==> src/rtl/log2_scan_engine.sv <==
// log2_scan_engine: handshaked floor/ceil/exact log2 of an unsigned operand.
// The operand is scanned CHUNK bits per cycle from the MSB down, and the scan
// stops at the first nonzero chunk. A zero operand scans every chunk.
module log2_scan_engine #(
  parameter int WIDTH = 32,
  parameter int CHUNK = 8,
  parameter int OUT_W = 8
) (
  input  logic             clk,
  input  logic             rst,
  input  logic             in_valid,
  output logic             in_ready,
  input  logic [WIDTH-1:0] in_data,
  input  logic [1:0]       in_mode,
  output logic             out_valid,
  input  logic             out_ready,
  output logic [OUT_W-1:0] out_log,
  output logic             out_zero,
  output logic             out_pow2,
  output logic             out_err
);

  localparam int NCHUNK = WIDTH / CHUNK;
  localparam int IDX_W  = (NCHUNK > 1) ? $clog2(NCHUNK) : 1;

  localparam logic [1:0] IDLE = 2'd0;
  localparam logic [1:0] SCAN = 2'd1;
  localparam logic [1:0] DONE = 2'd2;

  localparam logic [1:0] M_FLOOR = 2'b00;
  localparam logic [1:0] M_CEIL  = 2'b01;
  localparam logic [1:0] M_EXACT = 2'b10;
  localparam logic [1:0] M_RSVD  = 2'b11;

  logic [1:0]       state;
  logic [WIDTH-1:0] opnd;
  logic [1:0]       mode;
  logic [IDX_W-1:0] idx;
  logic             pow2;

  logic [WIDTH-1:0] shifted;
  logic [CHUNK-1:0] chunk;
  logic             chunk_nz;
  logic [OUT_W-1:0] msb;
  logic [OUT_W-1:0] log_res;
  logic             err_res;

  assign in_ready  = (state == IDLE);
  assign out_valid = (state == DONE);

  // Current chunk, highest set bit within it, and the mode-dependent result.
  always_comb begin
    int hi;
    shifted  = opnd >> (int'(idx) * CHUNK);
    chunk    = shifted[CHUNK-1:0];
    chunk_nz = |chunk;
    hi       = 0;
    for (int i = 0; i < CHUNK; i++)
      if (chunk[i]) hi = i;
    msb      = OUT_W'(int'(idx) * CHUNK + hi);
    log_res  = (mode == M_CEIL && !pow2) ? msb + OUT_W'(1) : msb;
    err_res  = (mode == M_RSVD) || (mode == M_EXACT && !pow2);
  end

  // Handshake FSM, operand capture, chunk walk and result registers.
  always_ff @(posedge clk) begin
    if (rst) begin
      state    <= IDLE;
      opnd     <= '0;
      mode     <= M_FLOOR;
      idx      <= '0;
      pow2     <= 1'b0;
      out_log  <= '0;
      out_zero <= 1'b0;
      out_pow2 <= 1'b0;
      out_err  <= 1'b0;
    end else begin
      case (state)
        IDLE: if (in_valid) begin
          opnd  <= in_data;
          mode  <= in_mode;
          idx   <= IDX_W'(NCHUNK - 1);
          pow2  <= (in_data != '0) && ((in_data & (in_data - WIDTH'(1))) == '0);
          state <= SCAN;
        end
        SCAN: begin
          if (chunk_nz) begin
            out_log  <= log_res;
            out_zero <= 1'b0;
            out_pow2 <= pow2;
            out_err  <= err_res;
            state    <= DONE;
          end else if (idx != '0) begin
            idx <= idx - IDX_W'(1);
          end else begin
            // Every chunk was zero: the operand is zero, an error in any mode.
            out_log  <= '0;
            out_zero <= 1'b1;
            out_pow2 <= 1'b0;
            out_err  <= 1'b1;
            state    <= DONE;
          end
        end
        DONE: if (out_ready) state <= IDLE;
        default: state <= IDLE;
      endcase
    end
  end

endmodule
==> config.mk <==
export PLATFORM = sky130hd
export DESIGN_NAME = log2_scan_engine
export DESIGN_NICKNAME = d
export VERILOG_FILES = /design/src/rtl/log2_scan_engine.sv
export SDC_FILE = /design/constraint.sdc
export NUM_CORES = 1
export LEC_CHECK = 0
export ABC_AREA = 0
export CAP_MARGIN = 5
export CELL_PAD_IN_SITES_DETAIL_PLACEMENT = 1
export CELL_PAD_IN_SITES_GLOBAL_PLACEMENT = 2
export CORE_ASPECT_RATIO = 1.25
export CORE_UTILIZATION = 27
export CTS_CLUSTER_SIZE = 25
export DETAILED_ROUTE_END_ITERATION = 10
export GPL_ROUTABILITY_DRIVEN = 0
export PLACE_DENSITY = 0.88
export SLEW_MARGIN = 20
export SYNTH_ARGS = -nofsm -noshare
export SYNTH_HDL_FRONTEND = slang
export SYNTH_SLANG_ARGS = --single-unit
==> constraint.sdc <==
create_clock -name clk -period 2.38 [get_ports clk]
set_input_delay 0.476 -clock clk [delete_from_list [all_inputs] [get_ports clk]]
set_output_delay 0.476 -clock clk [all_outputs]
set_load 0.02 [all_outputs]
==> reports/qor.yml <==
finish:
  drive_gt1_frac: 0.261
  area.growth.synth_to_final_pct: 48.2
  fin_cells: 522
  diodes: 0
  utilization: 0.419
  fin_nets: 442
power_and_ir_drop:
  ir_drop_mv: 0.229
  pwr-share-comb: 0.336
  switchingPower_mw: 0.682
  seq_power_share: 0.426
  powerDensity_nw_per_um2: 588
  internal-power_mw: 1.48
  leakage_nw: 1.41
  total_power_mw: 2.17
  swShare: 0.315
  clock_power_share: 0.238
floorplan:
  initial_core_util: 0.283
  ios: 51
  rows: 38
  core_area_um2: 8800
  fp.dieW_um: 87.9
  fp.dieH_um: 109
  die_area_um2: 9600
critical_path:
  r2r-start: "idx[0]$_SDFFE_PP0P_"
  regToRegSetupSlack_ps: -30
  critPathMaxStageDelay_ps: 550
  crit_fanout: 7
  crit_chain: "mux4_2 > or4_4 > or2_4 > o21ai_4 > buf_6 > a22oi_2 > nor2_1"
  start_kind: "register"
  crit_start: "idx[0]$_SDFFE_PP0P_"
  r2r_cells: 7
  critPathCaptureType: "register"
  arrival_ps: 2650
  cp.required_ps: 2620
  r2r-end: "out_log[3]$_SDFFE_PP0P_"
  path_class: "register to register"
  slowest_stage: "or4_4"
grt:
  antenna_found_initial: 0
  grt_first_pass_wirelength_um: 12800
  grt_max_degree: 49
  overflow: 0
  grt_pass1_vias: 2746
  grt_util_all_layers: 0.176
placement:
  dp_slack_ps: -515
  dp_hpwl_um: 6110
  portBuffers: 48
  placedCellCount: 503
clock_network:
  path_clk_slew_ps: 90
  hold_buffers: 0
  cts-root-buf: "clkbuf_8"
  clk_path_buf_depth: 2
  cts_buffers: 5
  cts_tree: "done"
  cts.sinks: 48
  worstSkewPairLatency_ps: 300
  htree_levels: 2
worst_hold_path:
  hold_class: "register to register"
  hold_depth: 2
  hold_path_end: "opnd[21]$_SDFFE_PP0P_"
  hold_start: "opnd[21]$_SDFFE_PP0P_"
timing:
  final_hold_viol_count: 0
  setup_viol: 6
  max_slew.worst_pin.slew_ps: 529
  fin_skew_ps: 7.94
  slew_headroom: 0.647
  drv_slew: 0
  fmax_ghz: 0.415
  finalCritPeriodShare: 1.01
  layout_min_cycle_time_ps: 2410
  rsz0062_at_grt: "yes"
  worst_slack_ps: -29.1
synth:
  syn_avg_cell_area_um2: 8.21
  yosys-top-cells-count: "nand2_1 (73), dfxtp_1 (48), a21oi_1 (43), nor2_1 (16), nor3_1 (10)"
  syn_area_um2: 2490
  seq_area_frac_synth: 0.386
  yosysMostFrequentCell: "nand2_1"
  ys_ff_latch: 48
  ys.flop_type: "dfxtp_1"
  synthTopCellsByArea: "dfxtp_1 (39%), nand2_1 (11%), a21oi_1 (8.7%), mux4_2 (7.2%), nor2_1 (2.4%)"
  synth_edf_count: 0
  synth.distinct_cells: 47
  synth_top_cell_area_share: 0.386
  synth_top_area_cell: "dfxtp_1"
  synthArstFlopShare: 0
  ys_warn_count: 0
  syn_inst: 303
drt:
  route.vias.total: 2601
  detail-route-antenna-nets: 0
  dr.pass1.iters: 4
  drc: 0
  drt_wl_total_um: 8180
  viasPerCell: 4.98
  post_drt_wl_per_cell_um: 15.7
  drtIter0Drc: 114
job:
  cap_violations: 0
run_status:
  violations: "negative setup slack"
  status: "complete, but fails checks"
## timing repair
action / in CTS / in global routing
buffers inserted: 7 / 4
endpoints found under the setup margin: 11 / 12
resized for setup: 15 / 19
pin swaps: 10 / 11
## worst max-delay path, delay by kind of cell, from the launching register on
family | cells | cell delay [ps]
multiplexers | 1 | 540
buffers and inverters | 1 | 160
AND/OR/NAND/NOR | 3 | 960
AO/OA/AOI/OAI | 2 | 280
flip-flops | 1 | 420
## through the flow
stage                     instance area, µm²  setup TNS [ps]  hold WS, ps
after floorplan                         2500               0          433
after global placement                  3400            -457          441
after detailed placement                3400            -796          447
after CTS                               3580            -101          460
after global routing                    3690           -1040          483
final                                   3690            -107          457
## layout make-up
type	instances	area [µm²]
clock inverters	1	8.76
multi-input cells	232	1510
flip-flops and latches	48	968
fillers	1074	5110
clock buffers	7	86.3
inverters	7	26.3
repair buffers	107	940
well taps	120	150
## logic make-up (layout without fill, tap and decap cells)
kind of cell / count (synthesis) / after routing / share of synthesized area
AOI/OAI and AO/OA: 76 / 76 / 0.194
buffers and inverters: 24 / 122 / 0.0483
adders and majority gates: 4 / 4 / 0.0191
muxes: 13 / 13 / 0.0931
other: 1 / 2 / 0.00151
xor gates and xnor gates: 3 / 3 / 0.0106
DFF: 48 / 48 / 0.386
and+or+nand+nor: 134 / 134 / 0.247
## power groups by stage
stage               clock network (mW)  registers [mW]  logic [mW]
floorplan                            0           0.934       0.376
global placement                     0           0.940       0.644
detailed placement                   0           0.943       0.661
CTS                              0.534           0.924       0.683
global route                     0.559           0.932       0.792
finish                           0.516           0.923       0.728
## metal layers
metal | global-route usage | vias to the layer above | part of all wire
li1 | - | 1263 | -
met1 | 0.190 | 1256 | 0.39
met3 | 0.0270 | 21 | 0.031
met2 | 0.335 | 61 | 0.54
met5 | 0 | - | 0
met4 | 0.0726 | 0 | 0.040
## registers in the layout (all words and copies together) (netlist names)
register  count
state         2
out_pow2      1
out_log       6
opnd         32
out_err       1
mode          2
out_zero      1
idx           2
pow2          1
## how the worst max path moves through the flow
stage | end | slack (ps)
3_5_place_dp | pow2$_SDFFE_PP0P_ | -510
6_report | out_log[3]$_SDFFE_PP0P_ | -30
5_1_grt | pow2$_SDFFE_PP0P_ | -130
4_1_cts | out_log[3]$_SDFFE_PP0P_ | -30
3_3_place_gp | pow2$_SDFFE_PP0P_ | -460
2_1_floorplan | out_pow2$_SDFFE_PP0P_ | 6
## cell usage in the layout, fill, tap and decap left out, types with 6 or more instances in the layout
cell type,synthesis,layout
nand2_1,73,73
buf_4,2,56
dfxtp_1,48,46
a21oi_1,43,42
clkdlybuf4s50_1,0,40
nor2_1,16,15
nor3_1,10,9
mux4_2,8,8
inv_1,7,7
o21ai_0,7,7
nand2b_1,6,6
clkbuf_8,0,6
Note: power is estimated with default switching activity, not from simulation.
